[src/rtl/rr_hold_arbiter_pkg.sv]
// Shared definitions for the round-robin hold arbiter: FSM encoding,
// legal parameter ranges and the hold counter width.
package arb_pkg;

  typedef enum logic {
    IDLE  = 1'b0,
    GRANT = 1'b1
  } arb_state_e;

  localparam int N_MIN        = 2;
  localparam int N_MAX        = 16;
  localparam int MAX_HOLD_MIN = 2;
  localparam int MAX_HOLD_MAX = 255;
  localparam int HOLD_W       = 8;

endpackage

[src/rtl/rr_hold_arbiter_if.sv]
// Request/grant bundle between the requester agents (master) and the
// arbiter (slave).
interface rr_hold_arbiter_if #(
  parameter int N = 4
) ();

  localparam int IDW = $clog2(N);

  logic [N-1:0]   req;
  logic [N-1:0]   grant;
  logic [IDW-1:0] grant_id;
  logic           busy;
  logic           timeout;

  modport master (
    output req,
    input  grant,
    input  grant_id,
    input  busy,
    input  timeout
  );

  modport slave (
    input  req,
    output grant,
    output grant_id,
    output busy,
    output timeout
  );

endinterface

[src/rtl/rr_hold_arbiter_pick.sv]
// Combinational round-robin search: rotate the eligible vector so ptr+1
// lands at bit 0, take the lowest set bit, then rotate the index back.
module rr_pick #(
  parameter int N   = 4,
  parameter int IDW = 2
) (
  input  logic [N-1:0]   eligible,
  input  logic [IDW-1:0] ptr,
  output logic           valid,
  output logic [IDW-1:0] winner
);

  localparam int PW = IDW + 1;

  logic [PW-1:0]  start;
  logic [PW-1:0]  sel;
  logic [PW-1:0]  sum_raw;
  logic [PW-1:0]  sum_mod;
  logic [2*N-1:0] dbl;
  logic [N-1:0]   rot;

  // Shifting the doubled vector by ptr+1 (which may equal N) is the mod-N rotate.
  assign start = {1'b0, ptr} + PW'(1);
  assign dbl   = {eligible, eligible};
  assign rot   = N'(dbl >> start);

  always_comb begin
    valid = 1'b0;
    sel   = '0;
    for (int j = N - 1; j >= 0; j--) begin
      if (rot[j]) begin
        valid = 1'b1;
        sel   = PW'(j);
      end
    end
  end

  assign sum_raw = start + sel;
  assign sum_mod = (sum_raw >= PW'(N)) ? (sum_raw - PW'(N)) : sum_raw;
  assign winner  = IDW'(sum_mod);

endmodule

[src/rtl/rr_hold_arbiter.sv]
// Round-robin arbiter with grant hold, a one-cycle gap between owners and a
// maximum-hold timeout that revokes and masks a requester that never lets go.
module rr_hold_arbiter
  import arb_pkg::*;
#(
  parameter int N        = 4,
  parameter int MAX_HOLD = 16
) (
  input  logic        clk,
  input  logic        res_n,
  rr_hold_arbiter_if.slave bus
);

  localparam int IDW = $clog2(N);

  arb_state_e      state_q;
  logic [IDW-1:0]  ptr_q;
  logic [IDW-1:0]  grant_id_q;
  logic [N-1:0]    grant_q;
  logic [N-1:0]    mask_q;
  logic [HOLD_W-1:0] hold_cnt_q;
  logic [HOLD_W-1:0] hold_cnt_d;
  logic            busy_q;
  logic            timeout_q;

  logic [N-1:0]    eligible;
  logic [N-1:0]    win_onehot;
  logic [N-1:0]    owner_onehot;
  logic [IDW-1:0]  pick_winner;
  logic            pick_valid;
  logic            owner_req;
  logic            hold_last;

  assign eligible = bus.req & ~mask_q;

  rr_pick #(
    .N   (N),
    .IDW (IDW)
  ) u_pick (
    .eligible (eligible),
    .ptr      (ptr_q),
    .valid    (pick_valid),
    .winner   (pick_winner)
  );

  always_comb begin
    win_onehot                 = '0;
    win_onehot[pick_winner]    = 1'b1;
    owner_onehot               = '0;
    owner_onehot[grant_id_q]   = 1'b1;
  end

  assign owner_req  = bus.req[grant_id_q];
  assign hold_last  = (hold_cnt_q == HOLD_W'(MAX_HOLD - 1));
  assign hold_cnt_d = hold_cnt_q + HOLD_W'(1);

  always_ff @(posedge clk) begin
    if (!res_n) begin
      state_q    <= IDLE;
      ptr_q      <= IDW'(N - 1);
      grant_q    <= '0;
      grant_id_q <= '0;
      busy_q     <= 1'b0;
      timeout_q  <= 1'b0;
      mask_q     <= '0;
      hold_cnt_q <= '0;
    end else begin
      timeout_q <= 1'b0;
      mask_q    <= mask_q & bus.req;
      case (state_q)
        IDLE: begin
          if (pick_valid) begin
            state_q    <= GRANT;
            grant_q    <= win_onehot;
            grant_id_q <= pick_winner;
            busy_q     <= 1'b1;
            ptr_q      <= pick_winner;
            hold_cnt_q <= '0;
          end
        end
        GRANT: begin
          if (!owner_req || hold_last) begin
            state_q    <= IDLE;
            grant_q    <= '0;
            grant_id_q <= '0;
            busy_q     <= 1'b0;
            hold_cnt_q <= '0;
            // Only the latest revoked requester stays masked, so two hogs
            // alternate instead of masking each other into a deadlock.
            if (owner_req) begin
              mask_q    <= owner_onehot;
              timeout_q <= 1'b1;
            end
          end else begin
            hold_cnt_q <= hold_cnt_d;
          end
        end
        default: state_q <= IDLE;
      endcase
    end
  end

  assign bus.grant    = grant_q;
  assign bus.grant_id = grant_id_q;
  assign bus.busy     = busy_q;
  assign bus.timeout  = timeout_q;

endmodule

[src/flat_wrapper.sv]
// flat-port wrapper written by rule: the top's interface ports become plain ports
module rr_hold_arbiter_flat import arb_pkg::*;
#(
  parameter int N        = 4,
  parameter int MAX_HOLD = 16
)
  (clk, res_n, bus_req, bus_grant, bus_grant_id, bus_busy, bus_timeout);
  rr_hold_arbiter_if #(.N(N)) bus_i ();
  input  logic clk;
  input  logic res_n;
  input wire logic [$bits(bus_i.req)-1:0] bus_req;
  output wire logic [$bits(bus_i.grant)-1:0] bus_grant;
  output wire logic [$bits(bus_i.grant_id)-1:0] bus_grant_id;
  output wire logic [$bits(bus_i.busy)-1:0] bus_busy;
  output wire logic [$bits(bus_i.timeout)-1:0] bus_timeout;
  assign bus_i.req = bus_req;
  assign bus_grant = bus_i.grant;
  assign bus_grant_id = bus_i.grant_id;
  assign bus_busy = bus_i.busy;
  assign bus_timeout = bus_i.timeout;
  rr_hold_arbiter #(.N(N), .MAX_HOLD(MAX_HOLD)) u_core (.clk(clk), .res_n(res_n), .bus(bus_i));
endmodule
[config.mk]
export PLATFORM = sky130hd
export DESIGN_NAME = rr_hold_arbiter_flat
export DESIGN_NICKNAME = d
export VERILOG_FILES = /design/src/rtl/rr_hold_arbiter_pkg.sv /design/src/rtl/rr_hold_arbiter_if.sv /design/src/rtl/rr_hold_arbiter_pick.sv /design/src/rtl/rr_hold_arbiter.sv /design/src/flat_wrapper.sv
export SDC_FILE = /design/constraint.sdc
export NUM_CORES = 1
export LEC_CHECK = 0
export CAP_MARGIN = 10
export CORE_MARGIN = 4
export CORE_UTILIZATION = 45
export CTS_CLUSTER_DIAMETER = 150
export DETAILED_ROUTE_END_ITERATION = 10
export GPL_TIMING_DRIVEN = 0
export PLACE_DENSITY = 0.66
export SLEW_MARGIN = 20
export SYNTH_ARGS = -nofsm -noshare
export SYNTH_HDL_FRONTEND = slang
export SYNTH_SLANG_ARGS = --single-unit
[constraint.sdc]
create_clock -name clk -period 4.4 [get_ports clk]
set_clock_uncertainty 0.1 [all_clocks]
set_input_delay 1.32 -clock clk [delete_from_list [all_inputs] [get_ports clk]]
set_output_delay 1.32 -clock clk [all_outputs]
set_load 0.005 [all_outputs]
==> results of run 1 <==
[cell usage in the layout, fill, tap and decap left out, types with 5 or more instances in the layout]
master	netlist	final
dfxtp_1	23	23
a21oi_1	13	13
clkdlybuf4s50_1	0	13
nand3_1	11	11
nor2_1	8	8
nand2_1	8	8
clkbuf_1	5	6
or3_1	5	5
[where the power goes]
group	internal, mW	switching (mW)
Clock	0.0355	0.0621
Sequential	0.225	0.0146
Combinational	0.0786	0.0785
[sequential cells by signal, indices dropped and copies added, names as in the netlist]
| register | flops |
|---|---|
| u_core.hold_cnt_q | 8 |
| u_core.bus.grant | 4 |
| u_core.mask_q | 4 |
| u_core.bus.grant_id | 2 |
| u_core.ptr_q | 2 |
| u_core.bus.busy | 1 |
| u_core.bus.timeout | 1 |
| u_core.state_q | 1 |
[tightest hold or removal path: stages (launching register included)]
cell	delay, ps
dfxtp_1	330
nand2_1	50
a21oi_1	50
[synth_stat cells (all sizes together), types with 2 or more instances]
master	number	area (um2)
a211o	2	17.52
a21oi	13	65.06
a22oi	3	22.52
a31oi	3	18.77
and2	2	12.51
and3	3	18.77
clkbuf	5	18.77
dfxtp	23	460.4
ha	3	37.54
nand2	9	36.29
nand2b	4	25.02
nand3	12	65.06
nor2	10	42.54
nor2b	4	25.02
nor3	4	20.02
o211a	2	20.02
o211ai	3	22.52
o21a	2	15.01
o21ai	2	10.01
o22a	2	17.52
o22ai	4	31.28
o31ai	2	15.01
or2	3	21.28
or3	5	31.28
or3b	5	43.80
[layer usage]
metal	up-vias	global-route usage, %	wire [um]
met2	22	28.55	1180
met3	5	2.766	117
met1	521	23.41	1316
met4	0	7.430	51
li1	578	-	-
met5	-	0	0
[kinds of logic (layout without fill, tap and decap cells)]
group	Yosys count	in the layout
compound gates	42	42
buf+inv	8	25
fa+ha+maj	3	3
flops	23	23
simple gates	65	65
mux	3	3
[worst max-delay path by stage]
stage / end / startpoint / depth (start not counted) / slack (ps)
6_report: u_core.bus.grant[1]$_SDFFE_PN0P_ / bus_req[3] / 9 / 680
5_1_grt: u_core.bus.grant[1]$_SDFFE_PN0P_ / bus_req[2] / 11 / 510
4_1_cts: u_core.bus.grant[1]$_SDFFE_PN0P_ / bus_req[3] / 9 / 690
3_5_place_dp: u_core.bus.grant[0]$_SDFFE_PN0P_ / bus_req[3] / 9 / 360
3_3_place_gp: u_core.bus.grant[1]$_SDFFE_PN0P_ / bus_req[3] / 9 / 430
2_1_floorplan: u_core.bus.grant[1]$_SDFFE_PN0P_ / bus_req[2] / 9 / 1130
[area by class of cell]
cell class	instances	area share [%]
clock buffers	4	1.834
repair buffers	13	9.083
plain buffers	6	1.659
well taps	30	2.620
multi-input cells	113	52.14
flip-flops and latches	23	32.14
inverters	2	0.5240
[metrics by stage]
stage	area (um2)	util [%]	instances	setup WS [ps]	hold WS [ps]
global placement	1406	55.26	187	428.0	351.0
floorplan	1239	-	144	1129	352.7
finish	1433	56.29	191	684.1	369.6
global route	1433	56.29	191	513.9	407.5
detailed placement	1406	55.26	187	355.8	355.0
CTS	1433	56.29	191	691.7	377.6
==> results.md, run 1 <==
- Root Driver: clkbuf_4
- Synth Area in Compound Gates: 23.43%
- Total CTS buffers: 3
- Largest net degree at the start of global routing: 13
- Crit Path Max Fanout: 7
- Total negative setup slack: 0 ps
- WP buf/inv: 1
- Clock buffer depth: 2
- Crit path DAT: 3870 ps
- Critical Path Source Type: input port
- Unrepaired setup endpoints after global routing: false
- GRT Overall Usage: 17.63%
- Register area share after synthesis: 37.17%
- Synth Flop Type: dfxtp_1
- Initial antenna violation count: 0
- Register area: 460.4 um2
- Worst EP required: 4550 ps
- Max-slew violations: 0
- FFs w/ async S/R, synth: 0%
- Syn_nets: 153
- P per Cell Area: 345.0 mW/mm2
- Crit path top cell by count: a21oi_1
- Fin crit share: 84.45%
- Pre-Repair DR Iteration Count: 4
- Routed wire length: 2664 um
- Fmax: 0.2691 GHz
- Final Hold Viols: 0
- Die ar.: 0.003656 mm2
- Share of layout cells above drive strength 1: 9.938%
- Worst Tran Pin Value: 469.5 ps
- Clk pin slew, worst setup/hold paths: 120 ps
- CTS resizes: 0
- First-pass GRT wire length: 4974 um
- VDD IR max: 0.2236 mV
- Synth Warn #: 0
- Synth Instances: 144
- DR vias: 1126
- Tmin final: 3716 ps
- Core area: 0.002545 mm2
- Setup crit end kind: flip-flop
- Filler cell count: 257
- Status: finished clean
- Vias/cell: 5.895
- Crit Reg-Reg Endpoint: u_core.bus.grant[1]$_SDFFE_PN0P_
- Worst path top cell family by delay: simple AND/OR/NAND/NOR gates
- Largest family of logic cells by synthesized area: simple AND/OR/NAND/NOR gates
- Die width: 60.47 um
- Post-synthesis xor/xnor area fraction: 0%
- Starting Density: 48.67%
- Synth Area in Adders: 3.030%
- Post-DP HPWL: 2012 um
- Rows: 18
- Worst hold path class: flip-flop to flip-flop
- Mapped Avg Cell Area: 8.602 um2
- Die height: 60.47 um
- Seq cells post-synth: 23
- Lkg Pwr: 0.5096 nW
- Synthesized area: 0.001239 mm2
- Clk Latency, worst-skew pair: 310 ps
- Total grt overflow: 0
- Slew headroom: 68.70%
- Global placer's final weighted congestion: 0.7627
- CTS sink count: 23
- CP max stage delay: 520 ps
- Buffers on Ports: 13
- Worst R2R Setup Slack: 1750 ps
- Endpoints failing setup: 0
- Cell Chain, Critical Path: clkdlybuf4s50_1 > nor2b_1 > a31oi_1 > o221ai_1 > a21oi_1 > ha_1 > or3b_2 > o22a_1 > a21oi_1
- 1st-iter DRT viols: 35
- Area delta synth->final: 15.66%
- Max Cap Violations: 0
- WS Path Type: input port to flip-flop
- ANT cells: 0
- Slowest stage cell, crit path: clkdlybuf4s50_1
- Worst hold endpoint: u_core.bus.busy$_SDFFE_PN0P_
- Setup Buffers After CTS: 0
- WL per Instance: 13.95 um
- CTS tree: yes
- H-tree level count: 1
- Post-Synth Simple-Gate Area: 30.30%
- Hold Crit Start: u_core.bus.busy$_SDFFE_PN0P_
- Post-route ant nets: 0
- Vias in the first global route: 1132
- Hold depth: 2
- Final nets: 171
- Residual DRC count: 0
- Total Power: 0.4942 mW
- Ports: 14
- Register-to-Register Path Depth: 9
- Number of synthesized flops with an enable pin: 0
- Yosys cell types: 46
- Hold-fix buffers at CTS: 0
- Mux contribution to synthesized area: 3.535%
- Area of the multi-input gates: 747.0 um2
- RR Startpoint: u_core.ptr_q[0]$_SDFFE_PN1P_
No activity file was read; power rests on OpenSTA's default activity.
==> inputs of run 2 (changes only) <==
==> constraint.sdc (replaced) <==
create_clock -name clk -period 3.72 [get_ports clk]
set_clock_uncertainty 0.1 [all_clocks]
set_input_delay 1.116 -clock clk [delete_from_list [all_inputs] [get_ports clk]]
set_output_delay 1.116 -clock clk [all_outputs]
set_load 0.005 [all_outputs]
==> results of run 2 <==
Same layout as run 1 (identical final DEF). Status: finished clean.
Among the figures that moved: setup slack after placement 355.8 ps -> -120.2 ps; setup slack after layout 684.1 ps -> 208.1 ps; register-to-register setup slack 1750 ps -> 1070 ps; total power 0.4942 mW -> 0.5845 mW; worst IR drop on VDD 0.2236 mV -> 0.2644 mV
==> inputs of run 3 (changes only) <==
--- a/config.mk
+++ b/config.mk
@@ -7,11 +7,10 @@
 export LEC_CHECK = 0
 export CAP_MARGIN = 10
 export CORE_MARGIN = 4
-export CORE_UTILIZATION = 45
+export CORE_UTILIZATION = 35
 export CTS_CLUSTER_DIAMETER = 150
 export DETAILED_ROUTE_END_ITERATION = 10
 export GPL_TIMING_DRIVEN = 0
-export PLACE_DENSITY = 0.66
 export SLEW_MARGIN = 20
 export SYNTH_ARGS = -nofsm -noshare
 export SYNTH_HDL_FRONTEND = slang
==> run 3 against run 2 <==
  * Register-to-register slack better by 30 ps
  * Die area rose by 25%
  * Combinational power about the same
  * First-iteration DRC count increased by 91%
  * Setup slack worse by 37 ps
  * Sequential cell count did not move
  * Hold slack improved by 0.82 ps
  * Sequential power about the same
  * Clock power is 3% higher
  * Via count decreased by 0.36%
  * Sequential share of layout area is 0.47 points lower
  * Critical path type unchanged
==> results.md, run 3 (same netlist as run 1, synthesis figures left out) <==
- Setup crit end kind: flip-flop
- Crit Path Max Fanout: 7
- CTS tree: yes
- WP buf/inv: 1
- Critical Path Start: bus_req[3]
- Buffers on Ports: 13
- CTS resizes: 0
- Final nets: 171
- Fmax: 0.2818 GHz
- Rows: 21
- Pre-Repair DR Iteration Count: 4
- Unrepaired setup endpoints after global routing: false
- Initial antenna violation count: 0
- Final Non-Filler Cells: 207
- Starting Density: 36.54%
- Final design utilization: 42.89%
- Die height: 67.49 um
- WL per Instance: 13.37 um
- VDD IR max: 0.2117 mV
- Max-slew violations: 0
- CP max stage delay: 540 ps
- Area delta synth->final: 17.37%
- Vias/cell: 5.420
- Status: finished clean
- Cell count along the critical path: 9
- CP Capture Point: u_core.bus.grant[1]$_SDFFE_PN0P_
- Residual DRC count: 0
- Reg with most FFs: u_core.hold_cnt_q
- Commonest cells after routing, fill and taps aside: dfxtp_1 (23), a21oi_1 (13), clkdlybuf4s50_1 (13)
- CTS sink count: 23
- Worst EP required: 3880 ps
- Largest register FFs: 8
- Max Cap Violations: 0
- Global placer's final weighted congestion: 0.8229
- Setup Buffers After CTS: 0
- Worst path top cell family by delay: simple AND/OR/NAND/NOR gates
- Tmin final: 3549 ps
- Crit path top cell by count: a21oi_1
- Total grt overflow: 0
- Total Power: 0.5899 mW
- Most common cell after layout, fill and taps aside: dfxtp_1
- Clk pin slew, worst setup/hold paths: 130 ps
- Worst R2R Setup Slack: 1100 ps
- Total CTS buffers: 3
- P per Cell Area: 405.7 mW/mm2
- ANT cells: 0
- Slew headroom: 66.90%
- Register-to-Register Path Depth: 9
- Slowest stage cell, crit path: clkdlybuf4s50_1
- Placement Setup Slack: -136.7 ps
- H-tree level count: 1
- Critical Path Source Type: input port
- Endpoints failing setup: 0
- Worst hold path class: flip-flop to flip-flop
- First-pass GRT wire length: 4381 um
- WS Path Type: input port to flip-flop
- Routed wire length: 2767 um
- Fin crit share: 95.39%
- Clk Latency, worst-skew pair: 320 ps
- RR Startpoint: u_core.ptr_q[0]$_SDFFE_PN1P_
- Lkg Pwr: 0.5124 nW
- Final Hold Viols: 0
- Vias in the first global route: 959
- Cell Chain, Critical Path: clkdlybuf4s50_1 > nor2b_1 > a31oi_1 > o221ai_1 > a21oi_1 > ha_1 > or3b_2 > o22a_1 > a21oi_1
- Filler cell count: 338
- DR vias: 1122
- Die ar.: 0.004555 mm2
- Placed instance count: 203
- Hold Slack: 370.5 ps
- Largest net degree at the start of global routing: 14
- Clock buffer depth: 2
- Hold-fix buffers at CTS: 0
- Core area: 0.003390 mm2
- GRT Overall Usage: 12.74%
- Post-DP HPWL: 2020 um
- Root Driver: clkbuf_4
- Crit Reg-Reg Endpoint: u_core.bus.grant[1]$_SDFFE_PN0P_
- PnR worst setup slack: 171.4 ps
- Share of layout cells above drive strength 1: 10.56%
- Die width: 67.49 um
- Crit path DAT: 3710 ps
- Worst Tran Pin Value: 496.4 ps
- 1st-iter DRT viols: 67
- Post-route ant nets: 0
- Ports: 14
-- run 3: cell types whose count changed in the layout (fill, tap and decap cells not counted), sizes merged --
cell / change
clkbuf: -1
clkinv: +1
-- run 3: per-layer routing --
layer / wire [um] / part of all wire (%) / track usage, % / vias up
li1: - / - / - / 576
met5: 0 / 0 / 0 / -
met1: 1374 / 50 / 16.18 / 516
met4: 26 / 0.94 / 6.076 / 0
met2: 1275 / 46 / 20.90 / 28
met3: 91 / 3.3 / 1.997 / 2
-- run 3: worst reg2reg max path: stages, from the launching register on --
cell,delay [ps]
dfxtp_1,380
clkbuf_1,330
nor3_1,110
a31oi_1,160
o221ai_1,140
a21oi_1,230
ha_1,300
or3b_2,480
o22a_1,220
a21oi_1,120
-- run 3: cell type report --
cell class / count / area (um2) / area share [%]
inverters: 2 / 7.507 / 0.5164
clock inverters: 1 / 5.005 / 0.3442
multi-input cells: 113 / 747.0 / 51.38
well taps: 46 / 57.56 / 3.959
plain buffers: 6 / 23.77 / 1.635
clock buffers: 3 / 22.52 / 1.549
flip-flops and latches: 23 / 460.4 / 31.67
repair buffers: 13 / 130.1 / 8.950
-- run 3: worst min path at each step --
stage | start | end | slack (ps) | cells after the start
2_1_floorplan | u_core.bus.busy$_SDFFE_PN0P_ | u_core.bus.busy$_SDFFE_PN0P_ | 350 | 2
3_3_place_gp | u_core.bus.grant[1]$_SDFFE_PN0P_ | u_core.bus.grant[1]$_SDFFE_PN0P_ | 350 | 2
3_5_place_dp | u_core.bus.grant[1]$_SDFFE_PN0P_ | u_core.bus.grant[1]$_SDFFE_PN0P_ | 350 | 2
4_1_cts | u_core.bus.grant[0]$_SDFFE_PN0P_ | u_core.bus.grant[0]$_SDFFE_PN0P_ | 380 | 2
5_1_grt | u_core.bus.busy$_SDFFE_PN0P_ | u_core.bus.busy$_SDFFE_PN0P_ | 390 | 2
6_report | u_core.bus.grant[0]$_SDFFE_PN0P_ | u_core.bus.grant[0]$_SDFFE_PN0P_ | 370 | 2
-- run 3: where the power goes --
group	switching (mW)	internal, mW	total [mW]
clock	0.0789	0.0403	0.119
combinational	0.0946	0.0933	0.188
sequential	0.0167	0.266	0.283
total	0.190	0.400	0.590
-- run 3: metrics by stage --
step,setup TNS (ps),instance area [um2]
after floorplan,0,1239
after global placement,-67.20,1426
after detailed placement,-461.8,1426
after CTS,0,1454
after global routing,0,1454
final,0,1454
